$ cat src/rtl/warp_fetcher.sv
// ---------------------------------------------------------------------------
// warp_fetcher
//
// Per-core instruction fetch unit. While the warp scheduler is in FETCHING it
// reads the selected warp's PC from program memory over a valid/ready
// handshake. It then presents the instruction to the decoder and holds it
// until the scheduler leaves FETCHING. A fetch whose warp/PC no longer
// matches the scheduler's current selection is discarded and refetched.
//
// Optional feature (compile-time macro WARP_FETCHER_IBUF_EN):
//   A one-entry instruction buffer per warp (valid, PC tag, instruction).
//   A tag hit in IDLE skips the memory request and goes straight to FETCHED.
//
// Ports:
//   clk, reset          - clock (rising edge), synchronous active-high reset
//   scheduler_state     - scheduler state: 00 IDLE, 01 FETCHING,
//                         10 PROCESSING, 11 WAITING
//   current_warp_id     - warp the scheduler is fetching for
//   current_pc          - PC of current_warp_id
//   mem_read_valid      - program memory read request
//   mem_read_address    - request address
//   mem_read_ready      - memory acknowledge; data valid in the same cycle
//   mem_read_data       - returned instruction
//   instruction_ready   - instruction is valid for the latched warp and PC
//   instruction         - fetched instruction (registered)
//   fetcher_state       - 00 IDLE, 01 FETCHING, 10 FETCHED
// ---------------------------------------------------------------------------
module warp_fetcher #(
  parameter int MAX_WARPS_PER_CORE    = 2,
  parameter int WARP_ID_BITS          = $clog2(MAX_WARPS_PER_CORE),
  parameter int PROGRAM_MEM_ADDR_BITS = 8,
  parameter int PROGRAM_MEM_DATA_BITS = 16
) (
  input  logic                             clk,
  input  logic                             reset,
  input  logic [1:0]                       scheduler_state,
  input  logic [WARP_ID_BITS-1:0]          current_warp_id,
  input  logic [PROGRAM_MEM_ADDR_BITS-1:0] current_pc,
  output logic                             mem_read_valid,
  output logic [PROGRAM_MEM_ADDR_BITS-1:0] mem_read_address,
  input  logic                             mem_read_ready,
  input  logic [PROGRAM_MEM_DATA_BITS-1:0] mem_read_data,
  output logic                             instruction_ready,
  output logic [PROGRAM_MEM_DATA_BITS-1:0] instruction,
  output logic [1:0]                       fetcher_state
);

  typedef enum logic [1:0] {
    ST_IDLE     = 2'b00,
    ST_FETCHING = 2'b01,
    ST_FETCHED  = 2'b10
  } state_t;

  localparam logic [1:0] SCHED_FETCHING = 2'b01;

  state_t                             r_state, w_state_nxt;
  logic                               r_mem_valid, w_mem_valid_nxt;
  logic [PROGRAM_MEM_ADDR_BITS-1:0]   r_mem_addr, w_mem_addr_nxt;
  logic [PROGRAM_MEM_DATA_BITS-1:0]   r_instr, w_instr_nxt;
  logic                               r_instr_ready, w_instr_ready_nxt;
  logic [WARP_ID_BITS-1:0]            r_req_warp, w_req_warp_nxt;
  logic [PROGRAM_MEM_ADDR_BITS-1:0]   r_req_pc, w_req_pc_nxt;

  logic                               w_sched_fetch;
  logic                               w_req_match;
  logic                               w_buf_hit;
  logic [PROGRAM_MEM_DATA_BITS-1:0]   w_buf_instr;

  assign w_sched_fetch = (scheduler_state == SCHED_FETCHING);
  // A mismatch means the scheduler moved on (e.g. skipped a finished warp)
  // and whatever we fetched is stale.
  assign w_req_match   = (current_warp_id == r_req_warp) && (current_pc == r_req_pc);

`ifdef WARP_FETCHER_IBUF_EN
  logic [MAX_WARPS_PER_CORE-1:0]    r_buf_valid;
  logic [PROGRAM_MEM_ADDR_BITS-1:0] r_buf_tag  [MAX_WARPS_PER_CORE];
  logic [PROGRAM_MEM_DATA_BITS-1:0] r_buf_data [MAX_WARPS_PER_CORE];
  logic                             w_buf_wr;

  assign w_buf_hit   = r_buf_valid[current_warp_id] &&
                       (r_buf_tag[current_warp_id] == current_pc);
  assign w_buf_instr = r_buf_data[current_warp_id];
  // Every completed read fills the entry of the warp that issued it, even
  // when the result turns out to be stale for the scheduler.
  assign w_buf_wr    = (r_state == ST_FETCHING) && mem_read_ready;

  always_ff @(posedge clk) begin
    if (reset) begin
      r_buf_valid <= '0;
    end else if (w_buf_wr) begin
      r_buf_valid[r_req_warp] <= 1'b1;
    end
  end

  always_ff @(posedge clk) begin
    if (w_buf_wr) begin
      r_buf_tag[r_req_warp]  <= r_req_pc;
      r_buf_data[r_req_warp] <= mem_read_data;
    end
  end
`else
  assign w_buf_hit   = 1'b0;
  assign w_buf_instr = '0;
`endif

  always_comb begin
    w_state_nxt       = r_state;
    w_mem_valid_nxt   = r_mem_valid;
    w_mem_addr_nxt    = r_mem_addr;
    w_instr_nxt       = r_instr;
    w_instr_ready_nxt = 1'b0;
    w_req_warp_nxt    = r_req_warp;
    w_req_pc_nxt      = r_req_pc;
    case (r_state)
      ST_IDLE: begin
        if (w_sched_fetch) begin
          w_req_warp_nxt = current_warp_id;
          w_req_pc_nxt   = current_pc;
          if (w_buf_hit) begin
            w_instr_nxt       = w_buf_instr;
            w_instr_ready_nxt = 1'b1;
            w_state_nxt       = ST_FETCHED;
          end else begin
            w_mem_valid_nxt = 1'b1;
            w_mem_addr_nxt  = current_pc;
            w_state_nxt     = ST_FETCHING;
          end
        end
      end
      ST_FETCHING: begin
        // The request stays up until acknowledged; only reset withdraws it.
        if (mem_read_ready) begin
          w_instr_nxt       = mem_read_data;
          w_mem_valid_nxt   = 1'b0;
          w_state_nxt       = ST_FETCHED;
          w_instr_ready_nxt = w_sched_fetch && w_req_match;
        end
      end
      ST_FETCHED: begin
        if (!w_sched_fetch || !w_req_match) begin
          w_state_nxt = ST_IDLE;
        end else begin
          w_instr_ready_nxt = 1'b1;
        end
      end
      default: w_state_nxt = ST_IDLE;
    endcase
  end

  always_ff @(posedge clk) begin
    if (reset) begin
      r_state       <= ST_IDLE;
      r_mem_valid   <= 1'b0;
      r_mem_addr    <= '0;
      r_instr       <= '0;
      r_instr_ready <= 1'b0;
    end else begin
      r_state       <= w_state_nxt;
      r_mem_valid   <= w_mem_valid_nxt;
      r_mem_addr    <= w_mem_addr_nxt;
      r_instr       <= w_instr_nxt;
      r_instr_ready <= w_instr_ready_nxt;
    end
  end

  // The request tag is only meaningful once a fetch has been launched.
  always_ff @(posedge clk) begin
    r_req_warp <= w_req_warp_nxt;
    r_req_pc   <= w_req_pc_nxt;
  end

  assign mem_read_valid    = r_mem_valid;
  assign mem_read_address  = r_mem_addr;
  assign instruction       = r_instr;
  assign instruction_ready = r_instr_ready;
  assign fetcher_state     = r_state;

endmodule

$ cat config.mk
export PLATFORM = sky130hd
export DESIGN_NAME = warp_fetcher
export DESIGN_NICKNAME = d
export VERILOG_FILES = /design/src/rtl/warp_fetcher.sv
export SDC_FILE = /design/constraint.sdc
export NUM_CORES = 1
export LEC_CHECK = 0
export ABC_AREA = 1
export CAP_MARGIN = 10
export CORE_MARGIN = 1.5
export CORE_UTILIZATION = 44
export DETAILED_ROUTE_END_ITERATION = 8
export GPL_TIMING_DRIVEN = 0
export PLACE_DENSITY = 0.79
export SKIP_CTS_REPAIR_TIMING = 1
export SLEW_MARGIN = 5
export SYNTH_ARGS = -nofsm -noshare
export SYNTH_HDL_FRONTEND = slang
export SYNTH_SLANG_ARGS = --single-unit
$ cat constraint.sdc
create_clock -name clk -period 1.7 [get_ports clk]
set_input_delay 0.17 -clock clk [delete_from_list [all_inputs] [get_ports clk]]
set_output_delay 0.17 -clock clk [all_outputs]
set_load 0.02 [all_outputs]
==> impl_metrics.env <==
export IMPL_outcome="finished, final reports clean"
export IMPL_synth_area_top_cells="dfxtp_1 (35%), edfxtp_1 (17%), nor2_1 (11%), o21ai_0 (8.2%), nand2_1 (6.2%)"
export IMPL_final_net_count=298
export IMPL_postSynthCellCount=198
export IMPL_wirelength_um=3400
export IMPL_h_tree_depth=2
export IMPL_io_pins=58
export IMPL_slowest_delay_ps=650
export IMPL_grt_pass1_vias=1258
export IMPL_endpoint_kind="primary output"
export IMPL_portBuffers=57
export IMPL_cp_max_fo=5
export IMPL_cp_depth=1
export IMPL_reg2reg_slack_ps=190
export IMPL_synth_distinct_cells=27
export IMPL_vias=1466
export IMPL_slew_viol_final=0
export IMPL_rr_startpoint="fetcher_state[1]$_SDFFE_PP0P_"
export IMPL_p_leak_uw=0.000942
export IMPL_ys_seq_area_share_pct=52.4
export IMPL_drive_gt1_share_pct=8.30
export IMPL_ant_nets=0
export IMPL_placementRows=21
export IMPL_setup_viol=0
export IMPL_reg2regPathDepth=7
export IMPL_clock_latency_ps=330
export IMPL_path_clk_slew_ps=100
export IMPL_first_pass_iters=4
export IMPL_cts_max_path_buffers=2
export IMPL_cp_top_family="buffers and inverters"
export IMPL_path_buf_inv=1
export IMPL_hp_start="reset"
export IMPL_crit_end="fetcher_state[0]"
export IMPL_cp_slowest_cell="clkdlybuf4s50_1"
export IMPL_slew_headroom_pct=78.3
export IMPL_cts_buffers_inserted=5
export IMPL_initial_core_util_pct=46.7
export IMPL_root_buffer="clkbuf_4"
export IMPL_grt_util_all_layers_pct=18.0
export IMPL_crit_required_ps=1530
export IMPL_rsz0062_at_grt="no"
export IMPL_path_class="reg -> out"
export IMPL_chipWidth_um=63
export IMPL_path_cells="clkdlybuf4s50_1"
export IMPL_gp_congestion=0.755
export IMPL_die_h_um=63
export IMPL_cts_tree="yes"
export IMPL_grt_pass1_wl_um=5620
export IMPL_syn_area_um2=1580
export IMPL_cap_violations=0
export IMPL_worstMarginPinSlew_ps=325
export IMPL_syn2layout_area_growth_pct=44.7
export IMPL_antenna_found_initial=0
export IMPL_crit_start="fetcher_state[0]$_SDFFE_PP0P_"
export IMPL_yosys_warnings=0
export IMPL_diodes=0
export IMPL_irDropWorstVdd_mv=0.808
export IMPL_timing_rr_end="mem_read_valid$_SDFFE_PP0P_"
export IMPL_setup_ws_ps=127
export IMPL_core_area_um2=3390
export IMPL_crit_arrival_ps=1400
export IMPL_finalSetupTns_ps=0
export IMPL_ys_seq_elements=37
export IMPL_crit_path_start_kind="register"
export IMPL_routedWlPerCell_um=10.9
export IMPL_dp_hpwl_um=2550
export IMPL_fmax_ghz=0.636
export IMPL_grt_max_degree=19
export IMPL_drc=0
export IMPL_die_area_um2=3970
export IMPL_drt_iter0_markers=69
export IMPL_grt_overflow_total=0
export IMPL_yosysTopAreaCellShare_pct=35.4
export IMPL_hold_class="in -> reg"
export IMPL_skew_ps=6.96
export IMPL_synth_top_cell_by_area="dfxtp_1"
export IMPL_hold_violations=0
export IMPL_powerDensity_nw_per_um2=1240
export IMPL_pre_cts_slack_ps=38.7
export IMPL_timing_final_crit_share_pct=92.5
export IMPL_drt_vias_per_instance=4.71
export IMPL_min_period_ps=1570
export IMPL_avgSynthCellArea_um2=8.00
export IMPL_syn_nets=232
export IMPL_cts_sinks=37
==> cell type report <==
| type | instances | area (µm²) |
|---|---|---|
| fill | 286 | 1100 |
| sequential | 37 | 831 |
| multi-input combinational | 131 | 633 |
| timing repair buffer | 59 | 586 |
| inverter | 25 | 97.6 |
| clock buffer | 8 | 58.8 |
| tap | 46 | 57.6 |
| buffer | 5 | 28.8 |
==> power by group <==
part           internal [µW]  switching [µW]
clock network            204             269
logic                    541             644
registers               1090            98.0
total                   1840            1010
==> layout by cell type, fill, tap and decap left out, types with 2 or more instances in the layout <==
cell and n:
clkdlybuf4s50_1 57, nor2_1 47, dfxtp_1 28, o21ai_0 26, nand2_1 25, inv_1 22, a21oi_1 9, edfxtp_1 9
clkbuf_4 5, nand3_1 4, clkbuf_1 4, ha_1 4, nor2_2 3, inv_2 2, nand2_2 2, nor3b_1 2
buf_4 2
==> routing by layer <==
metal  track usage, %  share of wire, %  vias up
met5                0                 0        -
met4             9.17               1.4        0
met3             3.78               5.7        4
met2             28.5                46       43
met1             23.1                47      657
li1                 -                 -      762
==> through the flow <==
step                      area (µm²)  std cells  power [µW]  hold slack [ps]  utilization [%]
after global routing            2290        311        3040              420             67.6
after CTS                       2270        309        2850              412             67.0
after global placement          2210        301        2360              453             65.3
after detailed placement        2210        301        2380              474             65.3
final                           2290        311        2850              420             67.6
after floorplan                 1580        198        1890              239                -
==> cells by family after synthesis <==
group | after synthesis | synth area share (%)
AOI/OAI and AO/OA | 39 | 13.0
and+or+nand+nor | 87 | 23.1
buffers and inverters | 30 | 7.74
xor gates and xnor gates | 1 | 0.553
DFF | 37 | 52.4
adders and majority gates | 4 | 3.16
==> cells in the mapped netlist <==
cell,count
nor2_1,47
dfxtp_1,28
nand2_1,26
o21ai_0,26
inv_1,22
a21oi_1,9
edfxtp_1,9
ha_1,4
nand3_1,4
nor2_2,3
clkbuf_1,2
inv_2,2
nor3b_1,2
a21oi_2,1
a221oi_1,1
buf_2,1
buf_6,1
clkbuf_2,1
clkinv_1,1
nand2_2,1
nand3_2,1
nand4_1,1
nor2_4,1
nor3_1,1
o211ai_1,1
o21ai_1,1
xnor2_1,1
==> registers in the layout (all words and copies together) (netlist names) <==
register	count
r_req_pc	8
mem_read_valid	1
r_req_warp	1
fetcher_state	2
instruction_ready	1
mem_read_address	8
instruction	16
==> worst min path at each step <==
stage / to / slack [ps] / cells after the start
4_1_cts: mem_read_valid$_SDFFE_PP0P_ / 410 / 2
6_report: mem_read_valid$_SDFFE_PP0P_ / 420 / 2
5_1_grt: mem_read_valid$_SDFFE_PP0P_ / 420 / 2
3_3_place_gp: mem_read_valid$_SDFFE_PP0P_ / 450 / 2
3_5_place_dp: instruction[5]$_SDFFE_PP0P_ / 470 / 2
2_1_floorplan: mem_read_valid$_SDFFE_PP0P_ / 240 / 1
(Power assumes the default switching activity.)
